## config.mk

```make
export PLATFORM = sky130hd
export DESIGN_NAME = credit_award_scheduler
export DESIGN_NICKNAME = d
export VERILOG_FILES = /design/src/rtl/credit_award_scheduler.sv
export SDC_FILE = /design/constraint.sdc
export NUM_CORES = 1
export LEC_CHECK = 0
export CAP_MARGIN = 10
export CORE_MARGIN = 2
export CORE_UTILIZATION = 59
export CTS_CLUSTER_SIZE = 10
export DETAILED_ROUTE_END_ITERATION = 12
export GPL_ROUTABILITY_DRIVEN = 1
export PLACE_DENSITY = 0.84
export SLEW_MARGIN = 0
export SYNTH_ARGS = -nofsm -noshare
export SYNTH_HDL_FRONTEND = slang
export SYNTH_SLANG_ARGS = --single-unit
```

## constraint.sdc

```tcl
create_clock -name clk -period 3.6 [get_ports clk]
set_clock_uncertainty 0.2 [all_clocks]
set_input_delay 0.72 -clock clk [delete_from_list [all_inputs] [get_ports clk]]
set_output_delay 0.72 -clock clk [all_outputs]
set_load 0.03 [all_outputs]
```

## src/rtl/credit_award_scheduler.sv

```systemverilog
// Credit-circle game state: per-credit values with hit cooldown, award/bonus queue to the score path.
// Build macro CREDIT_REGEN_EN: an emptied, ready credit refills to INIT_VALUE after REGEN_FRAMES frames.
module credit_award_scheduler #(
    parameter int NUM_CREDITS     = 4,
    parameter int INIT_VALUE      = 5,
    parameter int COOLDOWN_FRAMES = 30,
    parameter int BONUS_AMOUNT    = 50,
    parameter int FIFO_DEPTH      = 4
) (
    input  logic       clk,
    input  logic       resetN,
    input  logic [3:0] creditIndex,
    input  logic       collisionBallCredit,
    input  logic       reset_level_pulse,
    input  logic       startOfFrame,
    input  logic       awardReady,
    output logic [3:0] number,
    output logic       awardValid,
    output logic [7:0] awardAmount,
    output logic       allCollected,
    output logic [3:0] creditsLeft
);
    localparam int PW = (FIFO_DEPTH > 1) ? $clog2(FIFO_DEPTH) : 1;
    localparam logic [3:0]  INIT_V  = 4'(INIT_VALUE);
    localparam logic [7:0]  COOL_V  = 8'(COOLDOWN_FRAMES);
    localparam logic [7:0]  BONUS_V = 8'(BONUS_AMOUNT);
    localparam logic [PW:0] DEPTH_V = (PW + 1)'(FIFO_DEPTH);
`ifdef CREDIT_REGEN_EN
    localparam int REGEN_FRAMES = 600;
    localparam logic [9:0] REGEN_LAST = 10'(REGEN_FRAMES - 1);
`endif

    typedef enum logic {READY, COOL} credit_state_e;

    logic [NUM_CREDITS-1:0][3:0] value_all;
    logic [NUM_CREDITS-1:0]      nonzero;
    logic [NUM_CREDITS-1:0]      hit_vec;

    logic [7:0]    mem [FIFO_DEPTH];
    logic [PW-1:0] wr_ptr_q, rd_ptr_q;
    logic [PW:0]   count_q, count_d;
    logic          bonus_pending_q;
    logic          all_collected_q;
    logic [3:0]    credits_left_q;

    logic       hit_any, last_hit, full, pop, push, bonus_push;
    logic [7:0] push_data;

    // Value served to the digit bitmap; also the award for an accepted hit.
    always_comb begin
        number = 4'd0;
        for (int i = 0; i < NUM_CREDITS; i++) begin
            if (creditIndex == 4'(i)) number = value_all[i];
        end
    end

    genvar gi;
    generate
        for (gi = 0; gi < NUM_CREDITS; gi++) begin : g_credit
            logic [3:0]    val_q;
            logic [7:0]    cnt_q;
            credit_state_e st_q;
            logic          regen_done;

            assign value_all[gi] = val_q;
            assign nonzero[gi]   = (val_q != 4'd0);
            assign hit_vec[gi]   = collisionBallCredit && !reset_level_pulse &&
                                   (creditIndex == 4'(gi)) && nonzero[gi] && (st_q == READY);

`ifdef CREDIT_REGEN_EN
            logic [9:0] regen_q;
            assign regen_done = (st_q == READY) && !nonzero[gi] && startOfFrame &&
                                (regen_q == REGEN_LAST);

            always_ff @(posedge clk or negedge resetN) begin
                if (!resetN) begin
                    regen_q <= '0;
                end else if (reset_level_pulse || regen_done) begin
                    regen_q <= '0;
                end else if ((st_q == READY) && !nonzero[gi] && startOfFrame) begin
                    regen_q <= regen_q + 10'd1;
                end
            end
`else
            assign regen_done = 1'b0;
`endif

            always_ff @(posedge clk or negedge resetN) begin
                if (!resetN) begin
                    val_q <= INIT_V;
                    cnt_q <= '0;
                    st_q  <= READY;
                end else if (reset_level_pulse) begin
                    val_q <= INIT_V;
                    cnt_q <= '0;
                    st_q  <= READY;
                end else if (st_q == READY) begin
                    if (hit_vec[gi]) begin
                        val_q <= val_q - 4'd1;
                        cnt_q <= COOL_V;
                        st_q  <= COOL;
                    end else if (regen_done) begin
                        val_q <= INIT_V;
                    end
                end else if (startOfFrame) begin
                    cnt_q <= cnt_q - 8'd1;
                    if (cnt_q <= 8'd1) st_q <= READY;
                end
            end
        end
    endgenerate

    // A credit award always wins the single push slot; a waiting bonus retries later.
    always_comb begin
        hit_any    = |hit_vec;
        last_hit   = hit_any && (number == 4'd1) && ((nonzero & ~hit_vec) == '0);
        full       = (count_q == DEPTH_V);
        awardValid = (count_q != '0);
        pop        = awardValid && awardReady;
        bonus_push = bonus_pending_q && !hit_any && !full && !reset_level_pulse;
        push       = (hit_any && !full) || bonus_push;
        push_data  = hit_any ? {4'd0, number} : BONUS_V;
        count_d    = count_q + (PW + 1)'(push) - (PW + 1)'(pop);
        awardAmount = awardValid ? mem[rd_ptr_q] : 8'd0;
    end

    always_ff @(posedge clk) begin
        if (push) mem[wr_ptr_q] <= push_data;
    end

    always_ff @(posedge clk or negedge resetN) begin
        if (!resetN) begin
            wr_ptr_q        <= '0;
            rd_ptr_q        <= '0;
            count_q         <= '0;
            bonus_pending_q <= 1'b0;
            all_collected_q <= 1'b0;
            credits_left_q  <= 4'(NUM_CREDITS);
        end else if (reset_level_pulse) begin
            wr_ptr_q        <= '0;
            rd_ptr_q        <= '0;
            count_q         <= '0;
            bonus_pending_q <= 1'b0;
            all_collected_q <= 1'b0;
            credits_left_q  <= 4'(NUM_CREDITS);
        end else begin
            if (push) wr_ptr_q <= wr_ptr_q + PW'(1);
            if (pop)  rd_ptr_q <= rd_ptr_q + PW'(1);
            count_q         <= count_d;
            all_collected_q <= last_hit;
            if (last_hit)        bonus_pending_q <= 1'b1;
            else if (bonus_push) bonus_pending_q <= 1'b0;
            credits_left_q  <= 4'($countones(nonzero));
        end
    end

    assign allCollected = all_collected_q;
    assign creditsLeft  = credits_left_q;

endmodule

```

==> impl_results.md, run 1 <==
- Outcome: finished clean
- Reg2reg path depth: 14
- Dpl ws: -0.252 ns
- CTS Buffer Depth: 2
- Post-DRT Antenna Nets: 0
- Dpl cells: 567
- Syn Area/Cell: 10.2 µm²
- H-tree depth: 3
- LEAKAGE: 2.19 nW
- Hold Fails Final Rpt: 0
- Starting Density: 0.615
- Post-synthesis mux area share: 0.0472
- Core area: roughly 0.0073 mm²
- Synthesized area: 0.00451 mm²
- Area grow syn2layout: 14.5%
- Reg2reg setup slack: 0.31 ns
- Finished Layout Cells: between 500 and 600
- Diode count: 0
- Total number of vias: 3361
- Setup crit end kind: output pin
- Power density cells: 455 mW/mm²
- Crit path DAT: about 2.6 ns
- Drt drc: 0
- Setup WS post-layout: 0.0813 ns
- Ys async rst share: 0.762
- Worst Hold Class: input port to asynchronous set/reset pin
- # IOs: 28
- Maximum clock rate: 0.284 GHz
- Number of flops mapped to enable cells by yosys: 20
- RSZ-0062 raised after global routing: no
- Reg clk slew, reported paths: roughly 0.09 ns
- Slew Limit Fails: 0
- Final net count: between 500 and 600
- Peak supply drop: 280 µV
- Ys Warns: 0
- Largest net degree at the start of global routing: 30
- Synth Area in Simple Gates: 0.184
- Critical R2R Launch: g_credit[0].val_q[1]$_DFFE_PN0P_
- Rel. slew slack: 0.543
- Count of different cell masters after synthesis: 51
- Seq cells post-synth: 84
- Crit path to: number[0]
- Synth Area in XOR/XNOR: 0.0486
- Largest family of logic cells by synthesized area: simple AND/OR/NAND/NOR gates
- Synth Area in Adders: 0.0671
- Hold-fix buffer count after cts: 0
- Router iterations before antenna repair: 4
- Initial DRC count: 218
- CTS tree: done
- CTS Buf Count: 9
- Area fraction in compound gates after synthesis: 0.105
- Ys flop type: dfrtp_1
- Std cell rows: 31
- GRT overflow: 0
- Final WL: 9180 µm
- Global-route wire length before repair: 16200 µm
- HPWL Detailed: roughly 6800 µm
- Die Ht: 91.4 µm
- Gr usage total: 0.243
- Worst setup path start: creditIndex[1]
- Crit start category: input port
- Port-buffer cells: 24
- Final setup violation count: 0
- Post-synthesis sequential area ratio: 0.491
- Detail-routed via count per cell: a little under 6
- Setup Crit Path Kind: input port to output pin
- Post-Syn Instances: 440
- Layout cell share with drive strength beyond 1: 0.149
- Max_cap viols: 0
- CTS Sinks: 84
- Min Tclk post-route: 3.52 ns
- Wire length per cell: 15.7 µm
- Die W: between 90 and 100 µm
- Vias in the first global route: 3431
- DIE AREA: 0.00836 mm²
- Required @ worst endpoint: approximately 2.7 ns
- Critical path fanouts, max: 4
- Clock Latency Late Sink: 0.35 ns
- Reg2reg end: count_q[2]$_DFF_PN0_
- Final Total Pwr: 2.35 mW
- Setup Buffers After CTS: 0
- Worst Max-Slew Pin Slew: 0.684 ns
- Clock root buffer master: clkbuf_8
- Tcrit/Tclk final: 0.977
- GP Congestion: approximately 0.91
- Initial antenna violation count: 0
==> state kept, by name, indices dropped and copies added, names as in the netlist <==
name             count
g_credit.st_q        4
g_credit.cnt_q      32
bonus_pending_q      1
creditsLeft          3
mem                 20
wr_ptr_q             2
rd_ptr_q             2
count_q              3
allCollected         1
g_credit.val_q      16
==> area by class of cell <==
| type | instances | area [µm²] |
|---|---|---|
| timing repair buffer | 50 | 427 |
| clock inverter | 7 | 82.6 |
| sequential | 84 | 2210 |
| fill | 496 | 2170 |
| multi-input combinational | 298 | 2060 |
| inverter | 36 | 135 |
| clock buffer | 9 | 124 |
| tap | 99 | 124 |
==> cell usage after synthesis (3+ instances only) <==
cell type	count	area (µm²)
o311ai_1	3	26.3
nand3_1	22	110
ha_1	21	263
a21o_1	3	22.5
mux4_2	9	203
dfstp_2	9	236
or4_1	3	22.5
nand4_1	3	18.8
a31o_2	3	26.3
nor3b_1	7	52.6
nor2_1	48	180
edfxtp_1	20	601
inv_1	35	131
xnor2_1	9	78.8
and2_1	16	100
a31oi_1	3	18.8
nand2_1	26	97.6
nor4_1	8	50.1
o21ai_0	32	160
nor3_1	6	30.0
clkbuf_1	15	56.3
buf_4	5	37.5
or3_1	7	43.8
a21oi_1	19	95.1
xor2_1	16	140
dfrtp_1	55	1380
nor2b_1	4	25.0
o2111ai_1	4	35.0
==> what timing repair did <==
action	4_1_cts	5_1_grt
resized for setup	3	1
endpoints found under the setup margin	3	1
pin swaps	0	0
==> through the flow <==
| stage | hold slack (ns) | area (µm²) | util | setup TNS [ns] |
|---|---|---|---|---|
| floorplan | 0.224 | 4520 | - | 0 |
| global placement | 0.305 | 4950 | 0.676 | -0.288 |
| detailed placement | 0.323 | 4950 | 0.676 | -0.485 |
| CTS | 0.193 | 5150 | 0.703 | 0 |
| global route | 0.227 | 5160 | 0.704 | 0 |
| finish | 0.185 | 5160 | 0.704 | 0 |
==> cell usage in the layout, fill, tap and decap left out, types with 4 or more instances in the layout <==
cell / count
dfrtp_1: 55
nor2_1: 48
inv_1: 35
o21ai_0: 32
nand2_1: 26
buf_4: 26
nand3_1: 22
ha_1: 21
clkdlybuf4s50_1: 20
edfxtp_1: 20
a21oi_1: 19
and2_1: 16
xor2_1: 16
mux4_2: 9
xnor2_1: 9
clkbuf_8: 9
dfstp_2: 9
nor4_1: 8
nor3b_1: 7
or3_1: 7
nor3_1: 6
nor2b_1: 4
o2111ai_1: 4
==> layer usage <==
metal	wire [µm]	vias up	track usage
met5	0	-	0
met4	141	0	0.0859
met3	459	16	0.0481
met2	4590	91	0.400
met1	3980	1647	0.321
li1	-	1607	-
==> kinds of logic (layout without fill, tap and decap cells) <==
logic type | Yosys count | count (layout)
and+or+nand+nor | 160 | 160
AOI/OAI and AO/OA | 77 | 77
adders and majority gates | 23 | 23
xor gates and xnor gates | 25 | 25
muxes | 10 | 10
DFF | 84 | 84
other | 1 | 3
buffers and inverters | 60 | 102
==> worst max-delay path, stage by stage <==
cell and delay [ns]:
clkdlybuf4s50_1 0.61, mux4_2 0.53, nand2_1 0.11, inv_1 0.05
clkdlybuf4s50_1 0.58
==> report_power, final <==
part | internal (mW) | switching, mW
logic | 0.253 | 0.310
clock network | 0.330 | 0.360
registers | 1.03 | 0.0682
total | 1.61 | 0.739
==> worst min path at each step <==
stage	startpoint	endpoint	slack, ns	depth (start not counted)
floorplan	resetN	allCollected$_DFF_PN0_	0.22	0
global placement	g_credit[3].val_q[0]$_DFFE_PN1P_	g_credit[3].val_q[0]$_DFFE_PN1P_	0.31	2
detailed placement	g_credit[3].val_q[0]$_DFFE_PN1P_	g_credit[3].val_q[0]$_DFFE_PN1P_	0.32	2
CTS	resetN	g_credit[0].cnt_q[3]$_DFFE_PN0P_	0.19	1
global route	resetN	g_credit[0].cnt_q[3]$_DFFE_PN0P_	0.23	1
finish	resetN	g_credit[0].cnt_q[3]$_DFFE_PN0P_	0.19	1
No activity file was read; power rests on OpenSTA's default activity.
==> run 2: changes to the inputs <==
ABC_AREA = 1   (was unset)
CORE_ASPECT_RATIO = 1.75   (was unset)
CORE_UTILIZATION = 60   (was 59)
PLACE_DENSITY = 0.85   (was 0.84)
==> impl_results.md, run 2 <==
- Peak supply drop: 383 µV (was 280 µV)
- Std cell rows: 43 (was 31)
- Tcrit/Tclk final: 0.954 (was 0.977)
- Die W: 72.3 µm (was 91.4 µm)
- Seq cells post-synth: 84 (unchanged)
- Maximum clock rate: 0.291 GHz (was 0.284 GHz)
- Clock Latency Late Sink: 0.35 ns (about the same)
- Drt drc: 0 (unchanged)
- Final net count: 646 (was 512)
- Final WL: 11000 µm (was 9180 µm)
- RSZ-0062 raised after global routing: no (unchanged)
- Post-DRT Antenna Nets: 0 (unchanged)
- CP bufs+invs: 3 (unchanged)
- Number of flops mapped to enable cells by yosys: 20 (unchanged)
- Most frequent cells in the layout: 94 x nand2_1, 91 x nor2_1, 83 x inv_1 (was 55 x dfrtp_1, 48 x nor2_1, 35 x inv_1)
- Min Tclk post-route: 3.44 ns (was 3.52 ns)
- Max stage delay on crit path: 0.66 ns (was 0.61 ns)
- # fillers: 581 (was 496)
- Die Ht: 124 µm (was 91.4 µm)
- Switching share of power: 0.322 (was 0.315)
- Critical-path top delay cell: clkdlybuf4s50_1 (unchanged)
- Wire length per cell: 15.5 µm (was 15.7 µm)
- Comb pwr share: 0.249 (was 0.240)
- Max_cap viols: 0 (unchanged)
- Synth top area share: 0.281 (was 0.305)
- Router iterations before antenna repair: 5 (was 4)
- Clock root buffer master: clkbuf_16 (was clkbuf_8)
- Ordered list of cells on the worst path: clkdlybuf4s50_1 -> nand2_1 -> nor2_4 -> nand2_1 -> nand2_1 -> nor2_1 -> inv_1 -> clkdlybuf4s50_1 (was clkdlybuf4s50_1 -> mux4_2 -> nand2_1 -> inv_1 -> clkdlybuf4s50_1)
- Final core utilization: 0.700 (was 0.704)
- Starting Density: 0.620 (was 0.615)
- H-tree depth: 3 (unchanged)
- Crit path DAT: 2.52 ns (was 2.60 ns)
- Worst Max-Slew Pin Slew: 0.835 ns (was 0.684 ns)
- GRT overflow: 0 (unchanged)
- Multi-input gate area: 0.00222 mm² (was 0.00206 mm²)
- HPWL Detailed: 7650 µm (was 6760 µm)
- Rel. slew slack: 0.443 (was 0.543)
- Outcome: finished clean (unchanged)
- Worst Hold Class: register to register (was input port to asynchronous set/reset pin)
- CP delay by family, top: buffers and inverters (unchanged)
- Synth area leaders: dfrtp_1 28%, edfxtp_1 12%, nand2_1 7.2%, nor2_1 7.0%, inv_1 6.4% (was dfrtp_1 31%, edfxtp_1 13%, ha_1 5.8%, dfstp_2 5.2%, mux4_2 4.5%)
- Top post-synthesis cells by count: 94 x nand2_1, 91 x nor2_1, 83 x inv_1 (was 55 x dfrtp_1, 48 x nor2_1, 35 x inv_1)
- Biggest regs: g_credit.cnt_q x32, mem x20, g_credit.val_q x16 (unchanged)
- Commonest non-fill, non-tap cell in the layout: nand2_1 (was dfrtp_1)
- Gr usage total: 0.269 (was 0.243)
- Setup Buffers After CTS: 0 (unchanged)
- Global-route wire length before repair: 18600 µm (was 16200 µm)
- Top reg by flops: g_credit.cnt_q (unchanged)
- Critical path fanouts, max: 6 (was 4)
- Synthesized area: 0.00490 mm² (was 0.00451 mm²)
- Final Total Pwr: 2.96 mW (was 2.35 mW)
- Core area: 0.00791 mm² (was 0.00733 mm²)
- Detail-routed via count per cell: 5.81 (was 5.77)
- Dpl cells: 692 (was 567)
- Post-synthesis sequential area ratio: 0.451 (was 0.491)
- Count of different cell masters after synthesis: 41 (was 51)
- CTS Buffer Depth: 2 (unchanged)
- Total number of vias: 4113 (was 3361)
- Port-buffer cells: 24 (unchanged)
- Setup crit end kind: output pin (unchanged)
- Diode count: 0 (unchanged)
- Register area: 0.00221 mm² (unchanged)
- Ys async rst share: 0.762 (unchanged)
- Post-Syn Instances: 588 (was 440)
- Yosys top cell by area: dfrtp_1 (unchanged)
- Vias in the first global route: 4075 (was 3431)
- Reg clk slew, reported paths: 0.06 ns (was 0.09 ns)
- Initial antenna violation count: 0 (unchanged)
- Largest register FFs: 32 (unchanged)
- Slew Limit Fails: 0 (unchanged)
- Power density cells: 535 mW/mm² (was 455 mW/mm²)
- Final setup violation count: 0 (unchanged)
- Share of power burned in registers: 0.381 (was 0.466)
- Finished Layout Cells: 708 (was 583)
- Count leader, synth: nand2_1 (was dfrtp_1)
- Initial DRC count: 277 (was 218)
- Clock power frac: 0.370 (was 0.294)
- CTS Sinks: 84 (unchanged)
- Ys flop type: dfrtp_1 (unchanged)
- Int Power: 2.01 mW (was 1.61 mW)
- GP Congestion: 0.893 (was 0.912)
- Sw power: 0.952 mW (was 0.739 mW)
- Required @ worst endpoint: 2.68 ns (about the same)
- Setup TNS: 0 ns (unchanged)
- Ys Warns: 0 (unchanged)
- Crit start category: input port (unchanged)
- Layout cell share with drive strength beyond 1: 0.112 (was 0.149)
- # IOs: 28 (unchanged)
- Largest net degree at the start of global routing: 65 (was 30)
- Syn Area/Cell: 8.34 µm² (was 10.2 µm²)
- Hold Fails Final Rpt: 0 (unchanged)
- Cell mode on critical path: nand2_1 (was clkdlybuf4s50_1)
- CTS Buf Count: 9 (unchanged)
- CTS tree: done (unchanged)
- Setup Crit Path Kind: input port to output pin (unchanged)
- LEAKAGE: 2.65 nW (was 2.19 nW)
- DIE AREA: 0.00894 mm² (was 0.00836 mm²)
- Area grow syn2layout: 12.9% (was 14.5%)
[run 2: power by group through the flow]
stage / Combinational, mW / Clock (mW) / Sequential (mW)
2_1_floorplan: 0.520 / 0 / 1.12
3_3_place_gp: 0.712 / 0 / 1.14
3_5_place_dp: 0.732 / 0 / 1.14
4_1_cts: 0.742 / 1.11 / 1.13
5_1_grt: 0.821 / 1.14 / 1.14
6_report: 0.738 / 1.10 / 1.13
[run 2: metal layers]
layer	GRT usage	wire, µm
met1	0.297	4250
met2	0.479	5750
met3	0.0599	565
met4	0.132	423
met5	0	0
[run 2: cell type report]
| type | instances | area share |
|---|---|---|
| tap | 90 | 0.0203 |
| inverter | 88 | 0.0610 |
| clock buffer | 9 | 0.0407 |
| clock inverter | 7 | 0.0230 |
| multi-input combinational | 398 | 0.401 |
| timing repair buffer | 32 | 0.0538 |
| sequential | 84 | 0.400 |
[run 2: metrics by stage]
step | area [µm²] | setup WS, ns | hold WS, ns
after floorplan | 4910 | 0.665 | 0.224
after global placement | 5180 | 0.133 | 0.272
after detailed placement | 5180 | 0.0566 | 0.281
after CTS | 5530 | 0.0355 | 0.295
after global routing | 5540 | 0.0504 | 0.309
final | 5540 | 0.164 | 0.292
[run 2: path summary, 6_finish.rpt]
| kind | start | to | slack, ns | depth (start not counted) |
|---|---|---|---|---|
| max | creditIndex[1] | number[2] | 0.16 | 8 |
| min | g_credit[0].val_q[2]$_DFFE_PN1P_ | g_credit[0].val_q[2]$_DFFE_PN1P_ | 0.29 | 2 |
| max reg2reg | g_credit[1].val_q[0]$_DFFE_PN1P_ | count_q[2]$_DFF_PN0_ | 0.63 | 15 |
| min reg2reg | g_credit[0].val_q[2]$_DFFE_PN1P_ | g_credit[0].val_q[2]$_DFFE_PN1P_ | 0.29 | 2 |
| max in group asynchronous | resetN | g_credit[2].cnt_q[0]$_DFFE_PN0P_ | 2.30 | 2 |
| min in group asynchronous | resetN | g_credit[0].cnt_q[3]$_DFFE_PN0P_ | 0.36 | 2 |
[run 2: repair_timing]
action                                  in CTS  in global routing
gates resized for setup                      0                  2
endpoints found under the setup margin       0                  2
hold buffers                                 0                  0
[run 2: cells by family (layout without fill, tap and decap cells)]
family | Yosys count | after routing | synth area share
xor gates and xnor gates | 10 | 10 | 0.0179
and+or+nand+nor | 272 | 272 | 0.268
DFF | 84 | 84 | 0.451
other | 1 | 3 | 0.000765
AOI/OAI and AO/OA | 90 | 90 | 0.103
buffers and inverters | 108 | 136 | 0.0967
adders and majority gates | 23 | 23 | 0.0618
[run 2: worst register-to-register path, cell delays in order, from the launching register on]
cell,delay (ns)
dfstp_2,0.56
inv_1,0.08
ha_1,0.23
nand2_1,0.21
nand3_2,0.13
nand2_2,0.11
nor2_4,0.05
nand2_4,0.07
nand2_4,0.08
ha_1,0.29
inv_1,0.05
ha_1,0.13
inv_1,0.05
fa_1,0.38
xor2_1,0.18
nor2_1,0.06
